--- config.mk ---
export PLATFORM = sky130hd
export DESIGN_NAME = bc_clr_skid_buf
export DESIGN_NICKNAME = d
export VERILOG_FILES = /design/src/rtl/bc_clr_skid_buf.sv
export SDC_FILE = /design/constraint.sdc
export NUM_CORES = 1
export LEC_CHECK = 0
export BUFFER_PORTS_ARGS = -buffer_cell sky130_fd_sc_hd__buf_4
export CAP_MARGIN = 40
export CELL_PAD_IN_SITES_DETAIL_PLACEMENT = 0
export CELL_PAD_IN_SITES_GLOBAL_PLACEMENT = 1
export CORE_MARGIN = 3
export CORE_UTILIZATION = 30
export DETAILED_ROUTE_END_ITERATION = 8
export HOLD_SLACK_MARGIN = 0.03
export PLACE_DENSITY_LB_ADDON = 0.1
export SYNTH_ARGS = -nofsm -noshare
export SYNTH_HDL_FRONTEND = slang
export SYNTH_SLANG_ARGS = --single-unit
export TNS_END_PERCENT = 10
--- constraint.sdc ---
create_clock -name clk -period 2.2 [get_ports clk]
set_input_delay 0.11 -clock clk [delete_from_list [all_inputs] [get_ports clk]]
set_output_delay 0.11 -clock clk [all_outputs]
set_load 0.01 [all_outputs]
--- src/rtl/bc_clr_skid_buf.sv ---
// Two-entry valid/ready register slice with a synchronous clear.
// The main entry M always drives oDat, and the skid entry S absorbs one extra
// beat, so oReady can be a registered signal with no combinational path from
// iReady. Beats leave in strict FIFO order. A clear reloads both entries with
// INI_DATA and drops any push in the same cycle.
module bc_clr_skid_buf #(
  parameter int unsigned       WIDTH    = 32,
  parameter logic [WIDTH-1:0]  INI_DATA = WIDTH'(1)
) (
  input  logic             clk,
  input  logic             rst,
  input  logic             iClr,
  input  logic             iValid,
  input  logic [WIDTH-1:0] iDat,
  output logic             oReady,
  output logic             oValid,
  output logic [WIDTH-1:0] oDat,
  input  logic             iReady,
  output logic [1:0]       oCnt
);

  // The encoding equals the occupancy, so oCnt is the state register itself.
  typedef enum logic [1:0] {
    EMPTY = 2'd0,
    ONE   = 2'd1,
    TWO   = 2'd2
  } state_e;

  state_e           state_q, state_d;
  logic [WIDTH-1:0] m_q, m_d;
  logic [WIDTH-1:0] s_q, s_d;
  logic             push, pop;

  // Every output is decoded from flops only. No input reaches an output without
  // first passing through a register.
  assign oValid = (state_q != EMPTY);
  assign oReady = (state_q != TWO);
  assign oCnt   = state_q;
  assign oDat   = m_q;

  assign push = iValid & oReady;
  assign pop  = oValid & iReady;

  // Next-state and entry updates. A clear overrides every handshake.
  always_comb begin
    // NOTE: every variable gets a default before any branch. Otherwise a path
    // that skips an assignment would infer a latch.
    state_d = state_q;
    m_d     = m_q;
    s_d     = s_q;
    if (iClr) begin
      state_d = EMPTY;
      m_d     = INI_DATA;
      s_d     = INI_DATA;
    end else begin
      unique case (state_q)
        EMPTY: begin
          if (push) begin
            m_d     = iDat;
            state_d = ONE;
          end
        end
        ONE: begin
          if (push && pop) begin
            m_d = iDat;                 // consumer takes M, new beat replaces it
          end else if (push) begin
            s_d     = iDat;             // consumer stalled, park beat in skid
            state_d = TWO;
          end else if (pop) begin
            state_d = EMPTY;            // M keeps the popped value
          end
        end
        TWO: begin
          if (pop) begin
            m_d     = s_q;              // older beat leaves first, skid moves up
            state_d = ONE;
          end
        end
        default: begin
          state_d = EMPTY;
          m_d     = INI_DATA;
          s_d     = INI_DATA;
        end
      endcase
    end
  end

  // State and storage registers, with a synchronous active-low reset.
  always_ff @(posedge clk) begin
    // NOTE: both data entries are reset, not only the state. oDat must show
    // INI_DATA after reset, and S must be reloaded so it never holds stale data.
    if (!rst) begin
      state_q <= EMPTY;
      m_q     <= INI_DATA;
      s_q     <= INI_DATA;
    end else begin
      // NOTE: sequential state uses non-blocking assignments so that every
      // register samples pre-edge values.
      state_q <= state_d;
      m_q     <= m_d;
      s_q     <= s_d;
    end
  end

endmodule

### Word-level counts from Yosys, hierarchy flattened

Cells that the tools add are included.

| storage, ports and cells | value |
|---|---|
| bits in registers | 66 |
| input bits | 37 |
| output and inout port bits | 36 |
| word-level logic and storage cells | 36 |

| cells by class | value |
|---|---|
| equality and inequality tests | 9 |
| mux-type cells | 12 |
| bitwise gates (word level) | 4 |
| reductions and logical operators | 8 |

Operators with widths:

| cell | count |
|---|---|
| two-way mux 32 bit | 4 |
| case mux 32 bit (3 select lines) | 1 |
| case mux 32 bit (2 select lines) | 1 |
| != test 2 bit (second input constant) | 6 |
| two-way mux 2 bit | 5 |
| case mux 2 bit (3 select lines) | 1 |
| AND reduction 3 bit | 2 |
| AND reduction 4 bit | 1 |
| OR reduction 2 bit | 2 |
| != test 3 bit (second input constant) | 1 |
| AND 1 bit | 2 |
| == test 2 x 1 -> 1 bit (second input constant) | 1 |
| == test 2 bit (second input constant) | 1 |
| zero test 2 bit | 1 |
| NOT 1 bit | 2 |
| nonzero test 2 bit | 1 |
| logical AND 1 bit | 1 |

### Depth between registers and ports, before layout

Gate-level depths: netlist of the first run.

| depth | value |
|---|---|
| depth after elaboration | 6 |
| mapped depth | 7 |
| mapped depth without buffers | 4 |

### Worst setup path before layout of the first run

Ideal clock, no wire load.

| timing | value |
|---|---|
| path type | reg-to-reg |
| from | register state_q[1], in the netlist oCnt[1] |
| to | register m_q[10], in the netlist oDat[10] |
| setup time | 147 ps |
| arrival | 1,270 ps |
| required time | 2,053 ps |
| slack | 783 ps |
| stages on the path, launching flop included | 8 |
| path buffers | 3 |
| period minus slack after synthesis | 1,417 ps |
| cell sequence | dfxtp_1 > buf_6 > nand2b_4 > or2_1 > buf_6 > buf_6 > o221ai_2 > a221oi_2 |

| between the ends | value |
|---|---|
| word-level cells in the longest chain between the ends | 5 |

RTL lines:

| element | RTL line | text |
|---|---|---|
| from (decl) | 29 | `state_e state_q, state_d;` |
| from (signal assigned) | 99 | `state_q <= state_d;` |
| != test 2 bit / nonzero test 2 bit (equally long branches) | 37, 36 |  |
| AND 1 bit (on tied branches) | 41, 42 |  |
| logical AND 1 bit | 64 | `if (push && pop) begin` |
| != test 2 bit (no source line) | - |  |
| AND reduction 3 bit (no source line) | - |  |
| to (signal assigned) | 100 | `m_q <= m_d;` |
| to (decl) | 30 | `logic [WIDTH-1:0] m_q, m_d;` |

Parallel ways exist; a longest one is shown, timed or not.
A chain may end at the register's enable or synchronous reset.

### Worst setup path in the final report of the first run

| timing | value |
|---|---|
| from | input iReady |
| to | register s_q[11] |

| between the ends | value |
|---|---|
| word-level cells in the longest chain between the ends | 4 |

RTL lines:

| element | RTL line | text |
|---|---|---|
| from (decl) | 18 | `input logic iReady,` |
| AND 1 bit | 42 | `assign pop = oValid & iReady;` |
| logical AND 1 bit | 64 |  |
| != test 2 bit (no source line) | - |  |
| AND reduction 3 bit (no source line) | - |  |
| to (signal assigned) | 95 | `s_q <= INI_DATA;` |
| to (signal assigned) | 101 | `s_q <= s_d;` |
| to (decl) | 31 | `logic [WIDTH-1:0] s_q, s_d;` |

No other way between the ends.

==> results of run 1 <==
==> timing repair <==
| action | 4_1_cts | 5_1_grt |
|---|---|---|
| hold endpoints to repair | 1 | 0 |
| hold buffers | 1 | 0 |
| gates resized for setup | 0 | 0 |
==> metal layers <==
layer | global-route usage [%] | routed length (µm) | part of all wire, % | vias up
met2 | 22.4 | 4190 | 45 | 62
met1 | 21.7 | 4620 | 50 | 1341
met5 | 0 | 0 | 0 | -
li1 | - | - | - | 1417
met4 | 3.81 | 31 | 0.33 | 0
met3 | 3.48 | 410 | 4.4 | 2
==> registers in the layout (all words and copies together), names as in the netlist <==
name / flops
oDat: 32
s_q: 32
oCnt: 2
==> worst min path at each step <==
stage               startpoint       to  slack [ns]
floorplan               iReady  oCnt[1]        0.18
global placement        iReady  oCnt[1]        0.36
detailed placement      iReady  oCnt[1]        0.35
CTS                    iDat[0]   s_q[0]        0.04
global route          iDat[16]  s_q[16]        0.06
finish                 iDat[0]   s_q[0]        0.06
==> final cells by class <==
type / instances / area (µm²) / area share, %
Multi-Input combinational cell: 213 / 1700 / 40.9
Sequential cell: 66 / 1320 / 31.8
Timing Repair Buffer: 85 / 678 / 16.3
Tap cell: 136 / 170 / 4.10
Clock buffer: 11 / 141 / 3.40
Inverter: 33 / 124 / 2.98
Clock inverter: 3 / 17.5 / 0.422
==> metrics by stage <==
step / util (%) / power, mW / setup WS (ns) / hold WS, ns
after floorplan: - / 1.51 / 0.783 / 0.183
after global placement: 37.7 / 1.68 / 0.574 / 0.359
after detailed placement: 37.7 / 1.68 / 0.486 / 0.353
after CTS: 39.3 / 2.58 / 0.444 / 0.0411
after global routing: 39.3 / 2.68 / 0.255 / 0.0627
final: 39.3 / 2.53 / 0.443 / 0.0646
==> critical path, cell delays in order <==
cell and delay, ns:
dlygate4sd3_1 0.53, buf_4 0.17, and2b_1 0.25, o21a_2 0.62, nand3_1 0.17, a21oi_1 0.16
==> cells in the mapped netlist <==
library cell   n
inv_2          1
nand3_1       32
buf_2         13
o21ai_0       35
nand2_1       33
a31oi_1        1
a221oi_1       1
or2_1          1
buf_6          8
nand2b_4       1
dfxtp_1       66
a21oi_1       33
nand2b_1       3
nor2_1         2
nor2b_1        1
buf_1          5
o221ai_1       1
a221o_1        1
a21o_1         1
a211oi_1       1
clkbuf_1      11
o21a_2         1
a221oi_2      30
or2_2          1
nor3_1         1
buf_4          1
o221ai_2      30
o21ai_2        2
inv_1         32
and2b_1        1
==> logic make-up after synthesis <==
kind of cell | synth area share [%]
DFF | 39.6
buffers and inverters | 10.4
AOI/OAI and AO/OA | 39.4
and+or+nand+nor | 10.6
==> where the power goes <==
part           internal, mW  switching, mW  total, mW
logic                 0.171          0.229      0.399
clock network         0.425          0.460      0.885
registers              1.23         0.0201       1.25
==> results.json, run 1 <==
{
  "status": "finished clean",
  "numPortBuffers": 72,
  "dpl-instance-area_um2": 3980,
  "clkLatencyLatePin_ns": 0.33,
  "worst-slew-pin-transition_ns": 0.731,
  "netlist-cell-type-count": 30,
  "cts_num_sinks": 66,
  "syn_area_um2": 3340,
  "r2r.worst_path.cells": 5,
  "clock.fmax_mhz": 569,
  "setup_viol": 0,
  "grt_pass1_vias": 2809,
  "ys_top_cells_by_area": "dfxtp_1, a221oi_2, o221ai_2",
  "crit_path_max_fo": 32,
  "detailed_place_hpwl_um": 5540,
  "setup.worst_path.end_class": "register",
  "syn-num-nets": 387,
  "syn_area_per_cell_um2": 9.54,
  "vias_per_cell": 5.16,
  "totalNegativeSetupSlack_ns": 0,
  "numCtsBuffers": 9,
  "finish.net_count": 445,
  "maxCapViolCount": 0,
  "drcViolationCount": 0,
  "syn_to_final_growth_pct": 24.4,
  "post_synthesis_sequential_area_ratio_pct": 39.6,
  "timing.final.crit_share_pct": 79.9,
  "ant_nets": 0,
  "vdd_drop_max_mv": 0.252,
  "die_area_um2": 12400,
  "final_hold_violation_count": 0,
  "antenna_cells_inserted": 0,
  "ctsLongestPathBuffers": 2,
  "netlist_instances": 350,
  "clock_tree.htree_level_count": 3,
  "stdcell_area_um2": 4150,
  "timing.critical_path.from": "iReady",
  "final-instance-count-excl-fill": 547,
  "skew_ns": 0.0106,
  "die_boundary_height_um": 112,
  "timing.critical_path.from_type": "primary input",
  "timing_max_transition_violations_final": 0,
  "synth-seq-cells": 66,
  "rsz0062_at_grt": "no",
  "max_slew_margin_pct": 51.2,
  "crit-reg2reg-capture": "oDat[29]",
  "routed_wl_um": 9250,
  "timing.hold.worst_path_depth": 3,
  "yosys_warnings": 0,
  "post-synth-top-area-fraction_pct": 39.6,
  "leakage_component_of_the_power_nw": 1.43,
  "power-per-cell-area_nw_per_um2": 610,
  "core_area_um2": 10600,
  "drt_iter0_markers": 138,
  "top_level_ports": 73,
  "vias": 2822,
  "synth_top_area_cell": "dfxtp_1",
  "final.fill_count": 1086,
  "row_count": 37,
  "rrSetupSlack_ns": 0.46,
  "layout_min_cycle_time_ns": 1.76,
  "grt_max_degree": 34,
  "first_pass_iters": 4,
  "layout_commonest_cell": "buf_4",
  "critical_path_class": "primary input to register",
  "post_cts_setup_inserts": 0,
  "global_route.usage.total_pct": 15.0,
  "layout-drive-gt1-share_pct": 40.9,
  "worst_setup_path_endpoint": "s_q[11]",
  "grt_remaining_overflow": 0,
  "tritoncts": "built",
  "required_ns": 2.46,
  "arrival_ns": 2.01,
  "weighted_congestion_at_the_end_of_routability_driven_global_placement": 0.705,
  "chipWidth_um": 112,
  "numPlacedInstances": 532,
  "r2r-start": "oCnt[1]",
  "wire_per_inst_um": 16.9,
  "start_util_pct": 31.6,
  "first_pass_grt_wire_length_um": 15100,
  "worstHoldPathType": "primary input to register",
  "clock_transition_at_the_registers_of_the_reported_paths_ns": 0.08,
  "cts_root_buf": "clkbuf_8",
  "initial_antenna_violation_count": 0,
  "mostFrequentLayoutCells": "buf_4, dfxtp_1, o21ai_0, a21oi_1"
}
(Power assumes the default switching activity.)
==> run 2, diff against run 1 <==
--- a/config.mk
+++ b/config.mk
@@ -5,6 +5,7 @@
 export SDC_FILE = /design/constraint.sdc
 export NUM_CORES = 1
 export LEC_CHECK = 0
+export ABC_AREA = 1
 export BUFFER_PORTS_ARGS = -buffer_cell sky130_fd_sc_hd__buf_4
 export CAP_MARGIN = 40
 export CELL_PAD_IN_SITES_DETAIL_PLACEMENT = 0
==> constraint.sdc (replaced) <==
create_clock -name clk -period 1.8 [get_ports clk]
set_input_delay 0.09 -clock clk [delete_from_list [all_inputs] [get_ports clk]]
set_output_delay 0.09 -clock clk [all_outputs]
set_load 0.01 [all_outputs]
==> results.json, run 2 <==
{
  "skew_ns": 0.0107,
  "arrival_ns": 1.80,
  "cp_slowest_stage_delay_ns": 0.51,
  "max_slew_margin_pct": 57.0,
  "crit_path_max_fo": 64,
  "timing_max_transition_violations_final": 0,
  "numPortBuffers": 72,
  "crit-reg2reg-capture": "s_q[18]",
  "chipWidth_um": 108,
  "worstHoldPathType": "primary input to register",
  "ant_nets": 0,
  "r2r-start": "oCnt[1]",
  "start_util_pct": 31.5,
  "worst_path_most_repeated_cell": "nand2_1",
  "ys_top_cells_by_area": "dfxtp_1, nand2_1, nor2_1",
  "hold_path.startpoint": "iClr",
  "power.net_switching_uw": 900,
  "status": "finished clean",
  "die_boundary_height_um": 108,
  "vias_per_cell": 4.19,
  "vdd_drop_max_mv": 0.374,
  "cts_num_sinks": 66,
  "clock.fmax_mhz": 636,
  "clkLatencyLatePin_ns": 0.34,
  "timing.final.crit_share_pct": 87.4,
  "yosys_warnings": 0,
  "mostFrequentLayoutCells": "nand2_1, nor2_1, buf_4, inv_1, dfxtp_1",
  "wire_per_inst_um": 10.7,
  "final-instance-count-excl-fill": 734,
  "drt_iter0_markers": 104,
  "finalCoreUtilization_pct": 43.9,
  "setup.worst_path.end_class": "register",
  "sw_frac_of_total_pct": 25.1,
  "most_frequently_used_cell_type_in_the_post_synthesis_netlist": "nand2_1",
  "die_area_um2": 11700,
  "first_pass_iters": 4,
  "synth_async_sr_flop_share_pct": 0,
  "worst_setup_path_endpoint": "s_q[18]",
  "synthFlopType": "dfxtp_1",
  "finish.net_count": 633,
  "required_ns": 2.03,
  "synth_top_area_cell": "dfxtp_1",
  "layout_min_cycle_time_ns": 1.57,
  "grt_pass1_vias": 2894,
  "power-per-cell-area_nw_per_um2": 819,
  "detailed_place_hpwl_um": 4680,
  "worstPathBufferInverterCount": 2,
  "syn_area_per_cell_um2": 6.24,
  "r2r.worst_path.cells": 7,
  "layout_commonest_cell": "nand2_1",
  "cts_root_buf": "clkbuf_8",
  "grt_max_degree": 65,
  "synth_edf_count": 0,
  "critical-path-slowest-cell": "buf_4",
  "clock_transition_at_the_registers_of_the_reported_paths_ns": 0.08,
  "netlist-cell-type-count": 18,
  "core_area_um2": 9950,
  "syn-num-nets": 540,
  "power_frac_clock_pct": 42.8,
  "kind_of_cell_adding_the_most_delay_to_the_critical_path": "buffers and inverters",
  "routed_wl_um": 7830,
  "final.fill_count": 1063,
  "numCtsBuffers": 9,
  "power.share.combinational_pct": 14.4,
  "tritoncts": "built",
  "path_cells": "inv_2 -> nand3_1 -> nand3_2 -> buf_4 -> nand2_1 -> nand2_1 -> nor2_1",
  "vias": 3076,
  "rrSetupSlack_ns": 0.23,
  "internal_power_consumption_mw": 2.68,
  "clock_tree.htree_level_count": 3,
  "dpl-instance-area_um2": 3800,
  "post_synthesis_sequential_area_ratio_pct": 42.1,
  "share_seq_of_total_power_pct": 42.9,
  "totalNegativeSetupSlack_ns": 0,
  "synth-seq-cells": 66,
  "final_hold_violation_count": 0,
  "top_level_ports": 73,
  "drcViolationCount": 0,
  "first_pass_grt_wire_length_um": 13400,
  "maxCapViolCount": 0,
  "initial_antenna_violation_count": 0,
  "synthTopCellsByCount": "nand2_1, nor2_1, inv_1, dfxtp_1, a21oi_1",
  "grt_remaining_overflow": 0,
  "antenna_cells_inserted": 0,
  "post-synth-top-area-fraction_pct": 42.1,
  "timing.critical_path.from_type": "register",
  "global_route.usage.total_pct": 14.3,
  "setup_viol": 0,
  "timing.critical_path.from": "oCnt[1]",
  "stdcell_area_um2": 4370,
  "cts_repair_resize_count": 0,
  "critical_path_class": "register to register",
  "worst-slew-pin-transition_ns": 0.645,
  "layout-drive-gt1-share_pct": 17.0,
  "numPlacedInstances": 685,
  "leakage_component_of_the_power_nw": 2.19,
  "netlist_instances": 503,
  "rsz0062_at_grt": "no",
  "worst-path-stages": 7,
  "weighted_congestion_at_the_end_of_routability_driven_global_placement": 0.753,
  "row_count": 36,
  "ctsLongestPathBuffers": 2,
  "syn_area_um2": 3140,
  "syn_to_final_growth_pct": 39.4
}
-- run 2: cell count changes in the layout (fill, tap and decap cells not counted), sizes merged, moves of 2 or more --
cell,previous run,this run
bufinv,0,3
nand2,33,165
clkbuf,11,9
clkinvlp,1,3
dlygate4sd3,1,33
inv,33,69
nor2,2,98
nand4,0,2
nand3,32,8
buf,84,79
o221ai,31,0
o21ai,37,31
nand2b,4,0
a221oi,31,0
-- run 2: kinds of logic (layout without fill, tap and decap cells) --
group                  count (synthesis)  after routing  synth area share [%]
AND/OR/NAND/NOR                      274            274                  34.1
buffers and inverters                 99            197                  13.5
flip-flops                            66             66                  42.1
AO/OA/AOI/OAI                         64             64                  10.3
-- run 2: worst min path at each step --
| stage | endpoint | slack (ns) | cells after the start |
|---|---|---|---|
| after global placement | s_q[26] | 0.33 | 3 |
| after detailed placement | s_q[29] | 0.34 | 3 |
| final | s_q[20] | 0.08 | 4 |
| after global routing | s_q[21] | 0.08 | 4 |
| after CTS | s_q[20] | 0.06 | 4 |
| after floorplan | s_q[10] | 0.23 | 2 |
-- run 2: stage by stage --
stage	hold WS [ns]	power, mW	setup WS [ns]
final	0.0782	3.58	0.227
after global routing	0.0818	3.79	0.0313
after CTS	0.0619	3.64	0.237
after detailed placement	0.339	2.03	0.262
after global placement	0.333	2.03	0.319
after floorplan	0.235	1.84	0.458
-- run 2: final cells by class --
type                            instances  area [µm²]  area share [%]
Tap cell                              133         166            3.81
Sequential cell                        66        1320            30.2
Clock inverter                          7         118            2.69
Clock buffer                            9         124            2.83
Inverter                               69         259            5.92
Timing Repair Buffer                  112         986            22.5
Multi-Input combinational cell        338        1400            32.0
-- run 2: layer usage --
layer	global-route usage, %	up-vias	wire length (µm)
li1	-	1680	-
met1	19.0	1327	3900
met2	23.0	64	3450
met3	3.34	5	397
met4	4.87	0	73
met5	0	-	0
-- run 2: timing repair --
action                                 4_1_cts  5_1_grt
endpoints found under the hold margin       32        0
hold buffers                                33        0
buffers inserted                             0        0
-- run 2: worst min-delay path, stage by stage --
cell and delay [ns]:
buf_4 0.09, nor2_4 0.08, nand2_1 0.08, nor2_1 0.03
-- run 2: power groups by stage --
stage                     clock [mW]  combinational [mW]  sequential, mW
after global routing            1.66               0.588            1.54
after CTS                       1.58               0.523            1.54
after detailed placement           0               0.463            1.57
after global placement             0               0.464            1.57
after floorplan                    0               0.252            1.58
final                           1.53               0.514            1.54
